[src/rtl/uart_tx_arbiter.sv]
// Round-robin arbiter that lets NUM_REQ byte producers share one UART TX FIFO.
// Each grant lasts one packet, MAX_BURST bytes, or until the owner stalls for TIMEOUT cycles.
module uart_tx_arbiter #(
    parameter int NUM_REQ   = 4,
    parameter int MAX_BURST = 16,
    parameter int TIMEOUT   = 64
) (
    input  logic                   clk,
    input  logic                   reset,
    input  logic [NUM_REQ-1:0]     req,
    input  logic [NUM_REQ-1:0]     last,
    input  logic [8*NUM_REQ-1:0]   data,
    output logic [NUM_REQ-1:0]     ack,
    input  logic                   tx_full,
    output logic                   wr_uart,
    output logic [7:0]             w_data,
    output logic [2:0]             owner,
    output logic                   busy,
    output logic                   drop
);

    typedef enum logic {IDLE, BUSY} state_t;

    localparam logic [2:0] LAST_IDX  = 3'(NUM_REQ - 1);
    localparam logic [7:0] BURST_END = 8'(MAX_BURST - 1);
    localparam logic [9:0] STALL_MAX = 10'(TIMEOUT);

    state_t     state, state_nx;
    logic [2:0] rr_ptr;
    logic [2:0] pick;
    logic [7:0] byte_cnt;
    logic [9:0] stall_cnt;
    logic       sel_req, sel_last;
    logic [7:0] sel_data;
    logic       burst_end, timeout, release_grant;

    // Owner's request lines, muxed by the registered owner index.
    always_comb begin
        // NOTE: every signal assigned in a combinational block gets a default first, so no latch is inferred.
        sel_req  = 1'b0;
        sel_last = 1'b0;
        sel_data = 8'h00;
        for (int i = 0; i < NUM_REQ; i++) begin
            if (owner == 3'(i)) begin
                sel_req  = req[i];
                sel_last = last[i];
                sel_data = data[8*i +: 8];
            end
        end
    end

    // Search upward from rr_ptr+1; the outer loop runs backwards so the nearest set bit wins.
    always_comb begin
        pick = 3'd0;
        for (int i = NUM_REQ; i >= 1; i--) begin
            for (int j = 0; j < NUM_REQ; j++) begin
                if (rr_ptr == 3'(j) && req[(j + i) % NUM_REQ])
                    pick = 3'((j + i) % NUM_REQ);
            end
        end
    end

    always_comb begin
        busy          = (state == BUSY);
        wr_uart       = busy & sel_req & ~tx_full;
        w_data        = busy ? sel_data : 8'h00;
        burst_end     = wr_uart & (sel_last | (byte_cnt == BURST_END));
        // A returning request in the cycle the counter hits the limit wins over the timeout.
        timeout       = busy & ~sel_req & (stall_cnt == STALL_MAX);
        drop          = timeout;
        release_grant = burst_end | timeout;
        ack           = '0;
        for (int i = 0; i < NUM_REQ; i++) begin
            if (owner == 3'(i))
                ack[i] = wr_uart;
        end
    end

    always_comb begin
        state_nx = state;
        case (state)
            IDLE:    if (|req) state_nx = BUSY;
            BUSY:    if (release_grant) state_nx = IDLE;
            default: state_nx = IDLE;
        endcase
    end

    always_ff @(posedge clk or negedge reset) begin
        if (!reset)
            state <= IDLE;
        else
            // NOTE: sequential state uses non-blocking assignments so every register samples pre-edge values.
            state <= state_nx;
    end

    always_ff @(posedge clk or negedge reset) begin
        if (!reset) begin
            owner     <= 3'd0;
            rr_ptr    <= LAST_IDX;
            byte_cnt  <= 8'd0;
            stall_cnt <= 10'd0;
        end else if (state == IDLE) begin
            if (|req) begin
                owner     <= pick;
                byte_cnt  <= 8'd0;
                stall_cnt <= 10'd0;
            end
        end else begin
            if (wr_uart)
                byte_cnt <= byte_cnt + 8'd1;
            // Only a missing request is a stall; a full FIFO is back-pressure, not a stall.
            stall_cnt <= sel_req ? 10'd0 : stall_cnt + 10'd1;
            if (release_grant)
                rr_ptr <= owner;
        end
    end

endmodule

[config.mk]
export PLATFORM = sky130hd
export DESIGN_NAME = uart_tx_arbiter
export DESIGN_NICKNAME = d
export VERILOG_FILES = /design/src/rtl/uart_tx_arbiter.sv
export SDC_FILE = /design/constraint.sdc
export NUM_CORES = 1
export LEC_CHECK = 0
export CORE_UTILIZATION = 44
export CTS_CLUSTER_DIAMETER = 60
export CTS_CLUSTER_SIZE = 40
export DETAILED_ROUTE_END_ITERATION = 12
export GPL_ROUTABILITY_DRIVEN = 0
export PLACE_DENSITY = 0.9
export SETUP_SLACK_MARGIN = 0.1
export SLEW_MARGIN = 20
export SYNTH_ARGS = -nofsm -noshare
export SYNTH_HDL_FRONTEND = slang
export SYNTH_SLANG_ARGS = --single-unit
[constraint.sdc]
create_clock -name clk -period 2.3 [get_ports clk]
set_input_delay 0.69 -clock clk [delete_from_list [all_inputs] [get_ports clk]]
set_output_delay 0.69 -clock clk [all_outputs]
set_load 0.02 [all_outputs]
### Yosys cells after proc, flatten, opt, wreduce, memory -nomap -nowiden

Index checks and enable logic that the tools add are counted.

* register bits: 25
* bits of input ports: 43
* output and inout bits: 18
* logic and storage cells: 89

* add/subtract/negate cells: 2
* equal/unequal tests: 9
* mux-type cells: 41
* bitwise logic cells: 10
* reductions and logical operators: 22

Operators with widths (number)
* 2-to-1 mux 8 bit: 8
* 2-to-1 mux 3 bit: 14
* 2-to-1 mux 10 bit: 3
* logical AND 1 bit: 15
* 2-to-1 mux 1 bit: 15
* equality test 3 x 2 -> 1 bit, second input constant: 4
* adder 10 x 1 -> 10 bit, second input constant: 1
* equality test 10 x 7 -> 1 bit, second input constant: 1
* adder 8 x 1 -> 8 bit, second input constant: 1
* equality test 8 x 4 -> 1 bit, second input constant: 1
* equality test 3 x 1 -> 1 bit, second input constant: 2
* zero test 3 bit: 2
* AND reduction 2 bit: 3
* AND 1 bit: 5
* OR reduction 4 bit: 1
* NOT 1 bit: 3
* inequality test 2 bit, second input constant: 1
* OR 1 bit: 2
* one-hot mux 1 bit (2 select lines): 1
* nonzero test 2 bit: 1

### Longest topological paths before layout

* depth after elaboration: 17
* depth in mapped cells: 6
* depth with buffers taken out: 5

### Worst setup path before layout

Ideal clock, no wire load.

* path type: input to output
* from: input req[3]
* to: output drop
* arrival time: 1.877 ns
* slack: -0.267 ns
* stages on the path: 3
* path buffers: 0
* cell sequence: mux4_2 -> nand2b_4 -> nor3_1

* longest elaborated chain between the ends: 4

RTL lines
* start, declared: RTL line 10 `input logic [NUM_REQ-1:0] req,`
* 2-to-1 mux 1 bit: RTL line 44 `if (owner == 3'(i)) begin`
* NOT 1 bit: RTL line 69 `timeout = busy & ~sel_req & (stall_cnt == STALL_MAX);`
* AND 1 bit (2 in series): RTL line 69
* end, declared: RTL line 19 `output logic drop`

Every way passes these cells.

### Final worst setup path

* from: register owner[0]
* to: output w_data[0]

* longest elaborated chain between the ends: 6

RTL lines
* start, declared: RTL line 17 `output logic [2:0] owner,`
* start signal, assigned: RTL line 104 `owner <= pick;`
* zero test 3 bit: RTL line 44
* 2-to-1 mux 8 bit (3 in series): RTL line 44
* 2-to-1 mux 8 bit *: RTL line 44
* 2-to-1 mux 8 bit *: RTL line 66 `w_data = busy ? sel_data : 8'h00;`
* end, declared: RTL line 16 `output logic [7:0] w_data,`

Mark *: on every way between the ends. The rest lies on a longest branch, timed or not.

==> impl_metrics.json <==
{
  "outcome": "finished, violations left",
  "violations": "setup timing",
  "initial_utilization_pct": 47.58,
  "vias": 1798,
  "skew_ns": 0.008223,
  "rows": 21,
  "cts_tree": "built",
  "synth_top_cell_by_area": "dfrtp_1",
  "grt_pass1_vias": 1901,
  "die_w_um": 63.01,
  "ff_latch_area_um2": 579.3,
  "numCtsBuffers": 3,
  "synth_area_mm2": 0.001638,
  "drcViolationCount": 0,
  "synth_top_family_by_area": "simple AND/OR/NAND/NOR gates",
  "grt-ovfl-total": 0,
  "synthTopCellsByArea": "dfrtp_1 (32%), mux4_2 (14%), nand2_1 (4.8%)",
  "finalSetupViolCount": 10,
  "ys_seq_area_share_pct": 35.29,
  "start_kind": "flop",
  "synth_top_flop_cell": "dfrtp_1",
  "post-route-period-util_pct": 105.1,
  "hp-class": "flop to flop",
  "dieArea_mm2": 0.003970,
  "async_reset_ff_share_pct": 100.0,
  "core_area_mm2": 0.003442,
  "synth_compound_area_share_pct": 14.82,
  "cts_hold_buf": 0,
  "worst_slack_ns": -0.1164,
  "antenna_found_initial": 0,
  "vdd_drop_max_mv": 0.7009,
  "final_nets": 314,
  "die_y_um": 63.01,
  "grt_pass1_wl_um": 9142,
  "final_layout_size_suffix_gt1_share_pct": 37.83,
  "fin_crit_ns": 2.416,
  "cp.required_ns": 1.61,
  "multi_input_area_mm2": 0.001074,
  "max_cap_violations": 0,
  "num-fill-cells": 211,
  "drtIter0Drc": 160,
  "grt_max_degree": 24,
  "grt.total_usage_pct": 29.73,
  "worstSkewPairLatency_ns": 0.27,
  "synth_xor_area_share_pct": 0,
  "portBuffers": 59,
  "place_area_mm2": 0.002521,
  "cts_buffer_depth": 2,
  "ioPinCount": 61,
  "utilization_pct": 78.19,
  "power_density_mw_per_mm2": 998.8,
  "syn_area_per_cell_um2": 9.578,
  "wl_um": 5652,
  "ant_nets": 0,
  "hpwl_um": 3805,
  "ys_ff_latch": 23,
  "grt_setup_unrepaired": "yes",
  "post_drt_wl_per_cell_um": 18.06,
  "cts_max_level": 1,
  "synthMuxAreaShare_pct": 19.56,
  "synth_fa_ha_area_share_pct": 2.292,
  "num_antenna_cells": 0,
  "cts_sinks": 23,
  "synth_cells": 171,
  "arrival_ns": 1.73,
  "path_max_fanout": 8,
  "p_leak_nw": 1.295,
  "ys_warn_count": 0,
  "synth_edf_count": 0,
  "root_buffer": "clkbuf_8",
  "synthesis.nets": 217,
  "drv_slew": 0,
  "path_class": "flop to primary output",
  "hold_violations": 0,
  "end_kind": "primary output",
  "path_clk_slew_ns": 0.08,
  "synth.distinct_cells": 41,
  "final.setup.tns_ns": -0.9753,
  "area_delta_synth_final_pct": 64.32,
  "fmax_ghz": 0.4138,
  "dr.pass1.iters": 4,
  "finish.instance_area_mm2": 0.002691,
  "synthSimpleGateAreaFrac_pct": 23.45,
  "vias_per_cell": 5.744,
  "synth.top_cell.area_share_pct": 32.09
}
## routing by layer
layer	track usage [%]	vias up	share of wire, %
met2	56.05	75	55
met4	8.140	0	2.9
met5	0	-	0
met3	4.197	18	4.0
li1	-	821	-
met1	34.38	884	39
## registers in the layout, indices dropped and copies added (netlist names)
register,cells
busy,1
stall_cnt,10
owner,2
rr_ptr,2
byte_cnt,8
## cell families after synthesis
kind of cell	count (synthesis)
flip-flops	23
adder cells (fa/ha/maj)	3
multiplexers	19
AO/OA/AOI/OAI	35
buffers and inverters	17
other	1
AND/OR/NAND/NOR	73
## synth_stat cells, drive strengths merged (3+ instances only)
master / number
nand2: 21
nor3: 5
nor2: 10
buf: 4
ha: 3
clkbuf: 4
and3: 4
mux2: 4
mux2i: 5
o22ai: 5
a21oi: 4
a21o: 3
a22o: 3
nand2b: 5
mux4: 10
nand4: 5
dfrtp: 21
o21ai: 10
nand3: 5
and2: 10
inv: 9
## area by class of cell
type / instances / share of cell area (%)
Multi-Input combinational cell: 131 / 39.89
Timing Repair Buffer: 100 / 33.47
Sequential cell: 23 / 21.52
Tap cell: 46 / 2.139
Clock buffer: 3 / 1.534
Inverter: 9 / 1.255
Clock inverter: 1 / 0.1860
## power by group
group	leakage (nW)	switching (mW)	total, mW	internal, mW
Sequential	0.299	0.127	0.628	0.501
Combinational	0.970	0.822	1.80	0.982
Clock	0.0255	0.136	0.257	0.121
## worst max-delay path, cell delays in order, from the launching register on
cell,delay [ns]
dfrtp_2,0.52
buf_12,0.17
mux4_2,0.50
and2_4,0.15
buf_6,0.12
## stage by stage
step	power, mW	hold slack (ns)	setup slack [ns]	cells
CTS	2.603	0.4994	-0.1405	313
floorplan	1.468	0.3944	0.01241	171
global placement	2.095	0.4819	-0.8937	301
finish	2.688	0.5095	-0.1164	313
detailed placement	2.157	0.4865	-0.9337	301
global route	2.821	0.5456	-0.1553	313
## path summary, 6_finish.rpt
path                            cells after the start         from  slack (ns)            to
worst min-delay path                                1  byte_cnt[3]        0.51   byte_cnt[3]
worst min register to register                      1  byte_cnt[3]        0.51   byte_cnt[3]
worst max-delay path                                4     owner[0]       -0.12     w_data[0]
worst max register to register                      9     owner[0]        0.17   byte_cnt[5]
min in group asynchronous                           2        reset        0.77  stall_cnt[7]
max in group asynchronous                           2        reset        1.23     rr_ptr[0]
## cells in the final DEF (no fill, tap or decap), types with 2 or more instances in the layout
| cell | instances |
|---|---|
| or4_1 | 2 |
| o21ai_0 | 10 |
| and2_1 | 2 |
| mux2_1 | 2 |
| ha_1 | 3 |
| nand3_1 | 4 |
| and2_4 | 8 |
| inv_1 | 8 |
| clkdlybuf4s50_1 | 5 |
| dlygate4sd2_1 | 34 |
| nand4_1 | 5 |
| nand2b_1 | 4 |
| mux4_2 | 10 |
| buf_2 | 2 |
| and3_1 | 3 |
| dfrtp_1 | 20 |
| nor2_1 | 9 |
| a21oi_1 | 4 |
| a21o_1 | 3 |
| nor3_1 | 4 |
| buf_6 | 21 |
| dfstp_2 | 2 |
| or3_1 | 2 |
| clkbuf_8 | 3 |
| nand2_1 | 20 |
| mux2i_1 | 4 |
| a22o_1 | 3 |
| buf_4 | 35 |
| o22ai_1 | 5 |
## repair_timing
item                       CTS  global route
setup buffers                9             0
pin swaps                   12             4
hold endpoints to repair     0             0
setup endpoints to repair   34            19
resized for setup          151            11
(Power assumes the default switching activity.)
